==> src/rtl/tap_config_sequencer_pkg.sv <==
// Shared definitions for the tap configuration sequencer: state encoding,
// tap field width and a small decode helper.
package tap_config_sequencer_pkg;

    localparam int TAP_W   = 8;
    localparam int STATE_W = 3;

    localparam logic [STATE_W-1:0] ST_IDLE  = 3'd0;
    localparam logic [STATE_W-1:0] ST_CLEAR = 3'd1;
    localparam logic [STATE_W-1:0] ST_FEED  = 3'd2;
    localparam logic [STATE_W-1:0] ST_LOAD  = 3'd3;
    localparam logic [STATE_W-1:0] ST_RUN   = 3'd4;
    localparam logic [STATE_W-1:0] ST_ERR   = 3'd5;

    // A configuration is in progress while the selector or generator is being driven.
    function automatic logic is_busy(input logic [STATE_W-1:0] st);
        return (st == ST_CLEAR) || (st == ST_FEED) || (st == ST_LOAD);
    endfunction

endpackage

==> src/rtl/tap_config_sequencer_if.sv <==
// Handshake bundle between the sequencer, the random byte source, the tap
// selector and the generator core. The sequencer side uses the master modport.
interface tap_config_sequencer_if #(
    parameter int NUM_OF_TAPS = 15
);
    import tap_config_sequencer_pkg::*;

    logic [TAP_W-1:0]             rng_data;
    logic                         rng_valid;
    logic                         rng_ready;
    logic                         sel_res;
    logic                         sel_ena;
    logic                         sel_take;
    logic [TAP_W-1:0]             sel_din;
    logic                         sel_done;
    logic [NUM_OF_TAPS*TAP_W-1:0] sel_taps;
    logic [NUM_OF_TAPS*TAP_W-1:0] gen_taps;
    logic                         gen_load;
    logic                         gen_ack;

    modport master (
        input  rng_data, rng_valid, sel_done, sel_taps, gen_ack,
        output rng_ready, sel_res, sel_ena, sel_take, sel_din, gen_taps, gen_load
    );

    modport slave (
        output rng_data, rng_valid, sel_done, sel_taps, gen_ack,
        input  rng_ready, sel_res, sel_ena, sel_take, sel_din, gen_taps, gen_load
    );

endinterface

==> src/rtl/tap_config_sequencer.sv <==
// Tap configuration sequencer: clears the tap selector, streams random bytes
// into it until it reports done, latches the taps and hands them to the
// generator with a load/ack handshake. Bounds the byte count (err on exhaustion).
// Optional feature macro: AUTO_RESEED_EN -- when defined, RUN automatically
// re-enters CLEAR every RESEED_PERIOD cycles.
module tap_config_sequencer
    import tap_config_sequencer_pkg::*;
#(
    parameter int NUM_OF_TAPS   = 15,
    parameter int SIZE          = 32,
    parameter int MAX_FEED      = 1024,
    parameter int RESEED_PERIOD = 65536
) (
    input  logic                  clk,
    input  logic                  res,
    input  logic                  start,
    tap_config_sequencer_if.master bus,
    output logic                  cfg_valid,
    output logic                  busy,
    output logic                  err
);

    localparam int FEED_W = $clog2(MAX_FEED + 1);
    localparam logic [FEED_W-1:0] FEED_LIMIT = FEED_W'(MAX_FEED);

    // Reject configurations the selector/generator pair cannot represent.
    if (SIZE < 2 || NUM_OF_TAPS < 1 || MAX_FEED < 1 || RESEED_PERIOD < 2) begin : g_bad_cfg
        $error("tap_config_sequencer: illegal parameter combination");
    end

    logic [STATE_W-1:0]           state;
    logic [STATE_W-1:0]           state_nxt;
    logic [FEED_W-1:0]            feed_cnt;
    logic                         take_pending;
    logic [TAP_W-1:0]             byte_q;
    logic [NUM_OF_TAPS*TAP_W-1:0] taps_q;
    logic                         accept;
    logic                         reseed_due;

    assign accept = bus.rng_valid && bus.rng_ready;

`ifdef AUTO_RESEED_EN
    localparam int RS_W = $clog2(RESEED_PERIOD);
    localparam logic [RS_W-1:0] RS_LAST = RS_W'(RESEED_PERIOD - 1);

    logic [RS_W-1:0] run_cnt;

    // Count cycles spent in RUN; restart from zero whenever RUN is left or not yet entered.
    always_ff @(posedge clk or posedge res) begin
        if (res) begin
            run_cnt <= '0;
        end else if (state == ST_RUN && state_nxt == ST_RUN) begin
            run_cnt <= run_cnt + 1'b1;
        end else begin
            run_cnt <= '0;
        end
    end

    assign reseed_due = (state == ST_RUN) && (run_cnt == RS_LAST);
`else
    assign reseed_due = 1'b0;
`endif

    // Next-state decode; a finished selector beats an exhausted byte budget.
    always_comb begin
        state_nxt = state;
        case (state)
            ST_IDLE:  if (start) state_nxt = ST_CLEAR;
            ST_CLEAR: state_nxt = ST_FEED;
            ST_FEED: begin
                if (bus.sel_done) begin
                    state_nxt = ST_LOAD;
                end else if (feed_cnt == FEED_LIMIT) begin
                    state_nxt = ST_ERR;
                end
            end
            ST_LOAD:  if (bus.gen_ack) state_nxt = ST_RUN;
            ST_RUN:   if (start || reseed_due) state_nxt = ST_CLEAR;
            ST_ERR:   if (start) state_nxt = ST_CLEAR;
            default:  state_nxt = ST_IDLE;
        endcase
    end

    // State register.
    always_ff @(posedge clk or posedge res) begin
        if (res) begin
            state <= ST_IDLE;
        end else begin
            state <= state_nxt;
        end
    end

    // Accepted-byte counter: cleared with the selector, saturating at the budget.
    always_ff @(posedge clk or posedge res) begin
        if (res) begin
            feed_cnt <= '0;
        end else if (state == ST_CLEAR) begin
            feed_cnt <= '0;
        end else if (accept && feed_cnt != FEED_LIMIT) begin
            feed_cnt <= feed_cnt + 1'b1;
        end
    end

    // One-deep byte stage: an accepted byte is strobed into the selector on the next cycle,
    // and dropped if the selector finishes in the same cycle it was accepted.
    always_ff @(posedge clk or posedge res) begin
        if (res) begin
            take_pending <= 1'b0;
            byte_q       <= '0;
        end else begin
            take_pending <= accept && (state_nxt == ST_FEED);
            if (accept) begin
                byte_q <= bus.rng_data;
            end
        end
    end

    // Capture the selector's taps on the edge that ends FEED; held until the next capture.
    always_ff @(posedge clk or posedge res) begin
        if (res) begin
            taps_q <= '0;
        end else if (state == ST_FEED && bus.sel_done) begin
            taps_q <= bus.sel_taps;
        end
    end

    assign bus.sel_res   = (state == ST_CLEAR);
    assign bus.sel_ena   = (state == ST_FEED);
    assign bus.rng_ready = (state == ST_FEED) && !take_pending;
    assign bus.sel_take  = (state == ST_FEED) && take_pending;
    assign bus.sel_din   = byte_q;
    assign bus.gen_taps  = taps_q;
    assign bus.gen_load  = (state == ST_LOAD);

    assign cfg_valid = (state == ST_RUN);
    assign busy      = is_busy(state);
    assign err       = (state == ST_ERR);

endmodule

==> src/flat_wrapper.sv <==
// flat-port wrapper written by rule: the top's interface ports become plain ports
module tap_config_sequencer_flat import tap_config_sequencer_pkg::*;
#(
    parameter int NUM_OF_TAPS   = 15,
    parameter int SIZE          = 32,
    parameter int MAX_FEED      = 1024,
    parameter int RESEED_PERIOD = 65536
)
  (clk, res, start, cfg_valid, busy, err, bus_rng_data, bus_rng_valid, bus_sel_done, bus_sel_taps, bus_gen_ack, bus_rng_ready, bus_sel_res, bus_sel_ena, bus_sel_take, bus_sel_din, bus_gen_taps, bus_gen_load);
  tap_config_sequencer_if #(.NUM_OF_TAPS(NUM_OF_TAPS)) bus_i ();
  input  logic clk;
  input  logic res;
  input  logic start;
  output logic cfg_valid;
  output logic busy;
  output logic err;
  input wire logic [$bits(bus_i.rng_data)-1:0] bus_rng_data;
  input wire logic [$bits(bus_i.rng_valid)-1:0] bus_rng_valid;
  input wire logic [$bits(bus_i.sel_done)-1:0] bus_sel_done;
  input wire logic [$bits(bus_i.sel_taps)-1:0] bus_sel_taps;
  input wire logic [$bits(bus_i.gen_ack)-1:0] bus_gen_ack;
  output wire logic [$bits(bus_i.rng_ready)-1:0] bus_rng_ready;
  output wire logic [$bits(bus_i.sel_res)-1:0] bus_sel_res;
  output wire logic [$bits(bus_i.sel_ena)-1:0] bus_sel_ena;
  output wire logic [$bits(bus_i.sel_take)-1:0] bus_sel_take;
  output wire logic [$bits(bus_i.sel_din)-1:0] bus_sel_din;
  output wire logic [$bits(bus_i.gen_taps)-1:0] bus_gen_taps;
  output wire logic [$bits(bus_i.gen_load)-1:0] bus_gen_load;
  assign bus_i.rng_data = bus_rng_data;
  assign bus_i.rng_valid = bus_rng_valid;
  assign bus_i.sel_done = bus_sel_done;
  assign bus_i.sel_taps = bus_sel_taps;
  assign bus_i.gen_ack = bus_gen_ack;
  assign bus_rng_ready = bus_i.rng_ready;
  assign bus_sel_res = bus_i.sel_res;
  assign bus_sel_ena = bus_i.sel_ena;
  assign bus_sel_take = bus_i.sel_take;
  assign bus_sel_din = bus_i.sel_din;
  assign bus_gen_taps = bus_i.gen_taps;
  assign bus_gen_load = bus_i.gen_load;
  tap_config_sequencer #(.NUM_OF_TAPS(NUM_OF_TAPS), .SIZE(SIZE), .MAX_FEED(MAX_FEED), .RESEED_PERIOD(RESEED_PERIOD)) u_core (.clk(clk), .res(res), .start(start), .bus(bus_i), .cfg_valid(cfg_valid), .busy(busy), .err(err));
endmodule
==> config.mk <==
export PLATFORM = sky130hd
export DESIGN_NAME = tap_config_sequencer_flat
export DESIGN_NICKNAME = d
export VERILOG_FILES = /design/src/rtl/tap_config_sequencer_pkg.sv /design/src/rtl/tap_config_sequencer_if.sv /design/src/rtl/tap_config_sequencer.sv /design/src/flat_wrapper.sv
export SDC_FILE = /design/constraint.sdc
export NUM_CORES = 1
export LEC_CHECK = 0
export BUFFER_PORTS_ARGS = -buffer_cell sky130_fd_sc_hd__buf_2
export CORE_UTILIZATION = 40
export DETAILED_ROUTE_END_ITERATION = 12
export PLACE_DENSITY = 0.74
export SLEW_MARGIN = 20
export SYNTH_ARGS = -nofsm -noshare
export SYNTH_HDL_FRONTEND = slang
export SYNTH_SLANG_ARGS = --single-unit
==> constraint.sdc <==
create_clock -name clk -period 4.6 [get_ports clk]
set_clock_uncertainty 0.2 [all_clocks]
set_input_delay 0.46 -clock clk [delete_from_list [all_inputs] [get_ports clk]]
set_output_delay 0.46 -clock clk [all_outputs]
set_load 0.02 [all_outputs]
==> impl_metrics.toml, run 1 <==
[sta]
finalSetupViolCount = 0
fmaxAchievable_mhz = 363
setup_ws_ns = 1.84
fin_crit_sh_pct = 59.9
setup-tns-final_ns = 0
min_period_ns = 2.76
worst_pin_slew_ns = 0.889
hold_viol_final = 0
finalMaxSlewViolations = 0
max-slew-margin-rel_pct = 40.7
rsz0062_at_grt = "false"

[drt]
drt-vias-per-instance = 4.80
drtIter0Drc = 128
wl_per_cell_um = 16.0
postRouteAntennaNets = 0
dr.pass1.iters = 6
drc_errors = 0
wl_um = 13400
via_count = 4002

[synth]
synth_cell_types = 41
yosys.area.top_type = "dfrtp_1"
yosysWarnings = 0
async_reset_ff_share_pct = 100
ys_seq_area_share_pct = 58.3
synth.top_cells.by_area = "dfrtp_1 58%, mux2_4 24%, mux2_2 5.1%"
syn_nets = 496
synth_area_per_cell_um2 = 17.0
synth.top_cell.area_share_pct = 58.3
syn_area_mm2 = 0.00614
synth_edf_count = 0
synth_seq_cells = 143
syn_inst = 360
synth_flop_cell = "dfrtp_1"

[clock_tree]
cts_hold_buf = 0
cts_made_buffers = 17
cts-resized-gates = 0
clockRootBuffer = "clkbuf_16"
insertion_delay_ns = 0.41
clock_path_buffers = 2
clock_sinks = 143
cts_tree = "built"
cts_setup_buffers = 0
cts_max_level = 4
clk_pin_slew_ns = 0.06

[grt]
overflow = 0
grt_max_degree = 121
grt_pass1_wl_um = 21100
grt_pass1_vias = 4335
antenna_found_initial = 0
grt_usage_pct = 17.0

[setup_path]
reg2regPathDepth = 5
cp-start-kind = "flip-flop"
critical_path_class = "flip-flop to flip-flop"
end_kind = "flip-flop"
cp.required_ns = 4.69
rr_endpoint = "u_core.bus.gen_taps[61]"
reg2reg_slack_ns = 1.84
r2r-start = "u_core.state[0]"
cp-startpoint = "u_core.state[0]"
worstPathArrival_ns = 2.84
endpoint = "u_core.bus.gen_taps[61]"
path_max_fanout = 120

[worst_hold_path]
hold_path_class = "input port to asynchronous set/reset pin"

[final_layout]
nFillCells = 1207
finalInstanceArea_mm2 = 0.00815
diodes = 0
nets = 772
area_growth_pct = 32.7
drive_gt1_share_pct = 67.6

[power]
p_leak_nw = 4.14
peakVddDrop_v = 0.000362
powerDensity_mw_per_mm2 = 812

[placement]
io_buffers = 269
place_hpwl_um = 9210
gp_congestion = 0.827
place_ws_ns = 1.85
place_area_mm2 = 0.00750

[die]
num_io_pins = 270
die_h_um = 126
start_util_pct = 41.6
coreArea_mm2 = 0.0148
die_w_um = 126
rows = 44
die_area_mm2 = 0.0158

[status]
status = "finished clean"

[flow_run]
drv_cap = 0
metrics by stage:
| step | power, mW | hold WS [ns] | util (%) | std cells |
|---|---|---|---|---|
| CTS | 6.68 | 0.0496 | 55.2 | 833 |
| global route | 6.94 | 0.0527 | 55.2 | 833 |
| global placement | 5.04 | 0.273 | 50.8 | 801 |
| floorplan | 4.33 | 0.244 | - | 360 |
| detailed placement | 5.13 | 0.283 | 50.8 | 801 |
| finish | 6.62 | 0.0183 | 55.2 | 833 |
critical path: stages (launching register included):
cell,delay (ns)
dfrtp_1,0.44
or3b_1,0.59
inv_6,0.15
and2_4,0.16
buf_12,0.59
mux2_4,0.36
synthesized netlist by cell type (2+ instances only):
| library cell | count |
|---|---|
| a211oi_1 | 2 |
| a31o_2 | 2 |
| and3_1 | 2 |
| buf_12 | 11 |
| buf_4 | 2 |
| buf_6 | 2 |
| dfrtp_1 | 143 |
| ha_1 | 2 |
| inv_1 | 5 |
| mux2_2 | 28 |
| mux2_4 | 100 |
| nand2_1 | 4 |
| nand2b_1 | 3 |
| nand3_1 | 6 |
| nor2_1 | 14 |
| nor4b_1 | 3 |
| o211ai_1 | 2 |
| o22ai_1 | 2 |
| o31ai_1 | 2 |
| xnor2_1 | 2 |
| xor2_1 | 3 |
cell usage in the layout, fill, tap and decap left out, types with 5 or more instances in the layout:
cell,n
mux2_2,28
clkbuf_16,17
nand3_1,6
dfrtp_1,143
bufinv_16,5
buf_2,269
inv_6,5
nor2_1,14
mux2_4,100
per-layer routing:
metal | vias to the layer above | global-route usage, % | wire length, um | part of all wire (%)
met4 | 0 | 6.02 | 144 | 1.1
li1 | 1825 | - | - | -
met3 | 13 | 6.24 | 989 | 7.4
met2 | 172 | 28.7 | 6650 | 50
met1 | 1992 | 20.0 | 5580 | 42
met5 | - | 0 | 0 | 0
cell type report:
type,instances,area [um2],area share [%]
Sequential cell,143,3580,43.9
Multi-Input combinational cell,195,2270,27.9
Timing Repair Buffer,272,1380,17.0
Clock buffer,19,443,5.44
Tap cell,184,230,2.83
Clock inverter,13,208,2.55
Inverter,7,36.3,0.445
how the worst min path moves through the flow:
stage	from	endpoint	slack, ns	cells after the start
finish	res	u_core.bus.gen_taps[111]	0.02	2
CTS	res	u_core.bus.gen_taps[106]	0.05	2
global placement	u_core.feed_cnt[10]	u_core.feed_cnt[10]	0.27	1
detailed placement	u_core.feed_cnt[10]	u_core.feed_cnt[10]	0.28	1
global route	bus_sel_taps[103]	u_core.bus.gen_taps[103]	0.05	2
floorplan	u_core.feed_cnt[10]	u_core.feed_cnt[10]	0.24	1
kinds of logic after synthesis:
group,Yosys count,synth area share [%]
fa+ha+maj,2,0.408
mux,129,29.8
compound gates,16,1.98
xor+xnor,5,0.714
flops,143,58.3
simple gates,43,4.12
buf+inv,22,4.71
sequential cells by signal, summed over array words and instances (netlist names):
name,count
u_core.take_pending,1
u_core.state,3
u_core.feed_cnt,11
u_core.bus.gen_taps,120
u_core.bus.sel_din,8
power by group:
| group | switching, mW | internal (mW) | total [mW] |
|---|---|---|---|
| registers | 0.339 | 1.87 | 2.20 |
| clock network | 0.528 | 0.980 | 1.51 |
| logic | 1.51 | 1.40 | 2.90 |
| total | 2.38 | 4.24 | 6.62 |
No activity file was read; power rests on OpenSTA's default activity.
==> inputs of run 2 (changes only) <==
==> constraint.sdc (replaced) <==
create_clock -name clk -period 2.5 [get_ports clk]
set_clock_uncertainty 0.2 [all_clocks]
set_input_delay 0.25 -clock clk [delete_from_list [all_inputs] [get_ports clk]]
set_output_delay 0.25 -clock clk [all_outputs]
set_load 0.02 [all_outputs]
==> run 2 against run 1 <==
Against the previous run: combinational power up 95%; flip-flop and latch count unchanged; sequential power up 86%; via count up 14%; sequential share of layout area down 6.2 points; register-to-register slack worse by 1.7 ns; die area unchanged; worst hold slack better by 0.0098 ns; non-clock buffer count up 140; first-iteration DRC count up 54%; setup slack worse by 1.7 ns; largest cell class unchanged.
==> impl_metrics.toml, run 2 (same netlist as run 1, synthesis figures left out) <==
[status]
status = "finished clean"

[sta]
worst_pin_slew_ns = 0.762
fin_crit_sh_pct = 93.6
hold_viol_final = 0
rsz0062_at_grt = "false"
setup_ws_ns = 0.161
min_period_ns = 2.34
fmaxAchievable_mhz = 428
finalMaxSlewViolations = 0
max-slew-margin-rel_pct = 49.2
setup-tns-final_ns = 0
timing.hold.ws_ns = 0.0281
finalSetupViolCount = 0

[clock_tree]
cts_tree = "built"
clk_pin_slew_ns = 0.06
insertion_delay_ns = 0.41
cts_made_buffers = 17
cts_max_level = 4
clockRootBuffer = "clkbuf_16"
clock_sinks = 143
clock_path_buffers = 2

[setup_path]
cp-start-kind = "flip-flop"
cp.required_ns = 2.64
reg2reg_slack_ns = 0.16
end_kind = "flip-flop"
path_max_fanout = 3
critical_path_class = "flip-flop to flip-flop"
crit_chain = "inv_1, ha_1, nor4b_1, nand3_2, nor2_1, a21o_1, dlygate4sd3_1"
cp_slowest_cell = "dlygate4sd3_1"
rr_endpoint = "u_core.state[2]"
crit_family = "simple AND/OR/NAND/NOR gates"
r2r-start = "u_core.feed_cnt[0]"
worstPathArrival_ns = 2.48
slowest_delay_ns = 0.55
worst-path-buf-inv = 2
reg2regPathDepth = 7

[die]
num_io_pins = 270
coreArea_mm2 = 0.0148
die_h_um = 126
start_util_pct = 41.6
die_area_mm2 = 0.0158
rows = 44
die_w_um = 126

[drt]
via_count = 4559
postRouteAntennaNets = 0
wl_um = 16300
wl_per_cell_um = 16.7
drc_errors = 0
drtIter0Drc = 197
drt-vias-per-instance = 4.69
dr.pass1.iters = 4

[power]
p_leak_nw = 4.70
total_power_mw = 12.2
powerDensity_mw_per_mm2 = 1290
peakVddDrop_v = 0.000903

[placement]
io_buffers = 269
place_hpwl_um = 9660
gp_congestion = 0.812
place_ws_ns = 0.181
place_area_mm2 = 0.00758

[worst_hold_path]
hp-start = "bus_gen_ack"
hold_path_class = "input port to flip-flop"
min_to = "u_core.state[1]"
hold_depth = 4

[final_layout]
nets = 912
layout_commonest_cell = "buf_2"
drive_gt1_share_pct = 56.8
final_cell_mix = "269 x buf_2, 143 x dfrtp_1, 132 x dlygate4sd3_1"
finalInstanceArea_mm2 = 0.00950
area_growth_pct = 54.8
diodes = 0
largest_reg_flops = 120

[grt]
grt_max_degree = 144
overflow = 0
grt_usage_pct = 21.0
grt_pass1_vias = 4971
grt_pass1_wl_um = 25700
antenna_found_initial = 0

[flow_run]
drv_cap = 0
## run 2: changes by cell type in the layout (fill, tap and decap cells not counted), sizes merged
cell,change
dlygate4sd3,+132
buf,+8
clkinvlp,+4
bufinv,-3
inv,-1
## run 2: tightest hold or removal path, stage by stage
cell	delay [ns]
buf_2	0.07
inv_1	0.05
nor2_1	0.11
o22ai_1	0.10
## run 2: what timing repair did
| action | in CTS | in global routing |
|---|---|---|
| buffers inserted | 0 | 2 |
| endpoints found under the setup margin | 0 | 1 |
| gates resized for setup | 0 | 1 |
| hold endpoints to repair | 273 | 0 |
| hold buffers | 132 | 0 |
## run 2: power breakdown
group	switching (mW)	leakage (nW)	total [mW]	internal, mW
registers	0.660	1.72	4.10	3.44
clock network	0.961	0.276	2.46	1.50
logic	2.90	2.70	5.66	2.76
## run 2: through the flow
step / util [%] / instances
finish: 64.4 / 973
global route: 64.4 / 973
CTS: 64.2 / 971
detailed placement: 51.4 / 807
global placement: 51.4 / 807
floorplan: - / 360
## run 2: final cells by class
cell class	count	area [um2]
multi-input cells	195	2270
well taps	184	230
repair buffers	412	2800
clock buffers	19	443
fillers	1042	5260
clock inverters	13	136
inverters	7	35.0
flip-flops and latches	143	3580
## run 2: worst max path at each step
stage	cells past startpoint	to	slack (ns)	startpoint
4_1_cts	7	u_core.state[2]	0.10	u_core.feed_cnt[0]
2_1_floorplan	1	u_core.bus.gen_taps[0]	0.26	res
3_3_place_gp	5	u_core.bus.gen_taps[25]	0.23	u_core.state[0]
3_5_place_dp	5	u_core.bus.gen_taps[25]	0.18	u_core.state[0]
5_1_grt	7	u_core.state[2]	0.02	u_core.feed_cnt[0]
6_report	7	u_core.state[2]	0.16	u_core.feed_cnt[0]
## run 2: per-layer routing
layer / track usage [%] / share of wire, % / vias up
li1: - / - / 2111
met1: 23.3 / 38 / 2240
met2: 38.8 / 55 / 181
met3: 4.89 / 5.2 / 27
met4: 8.22 / 1.9 / 0
met5: 0 / 0 / -
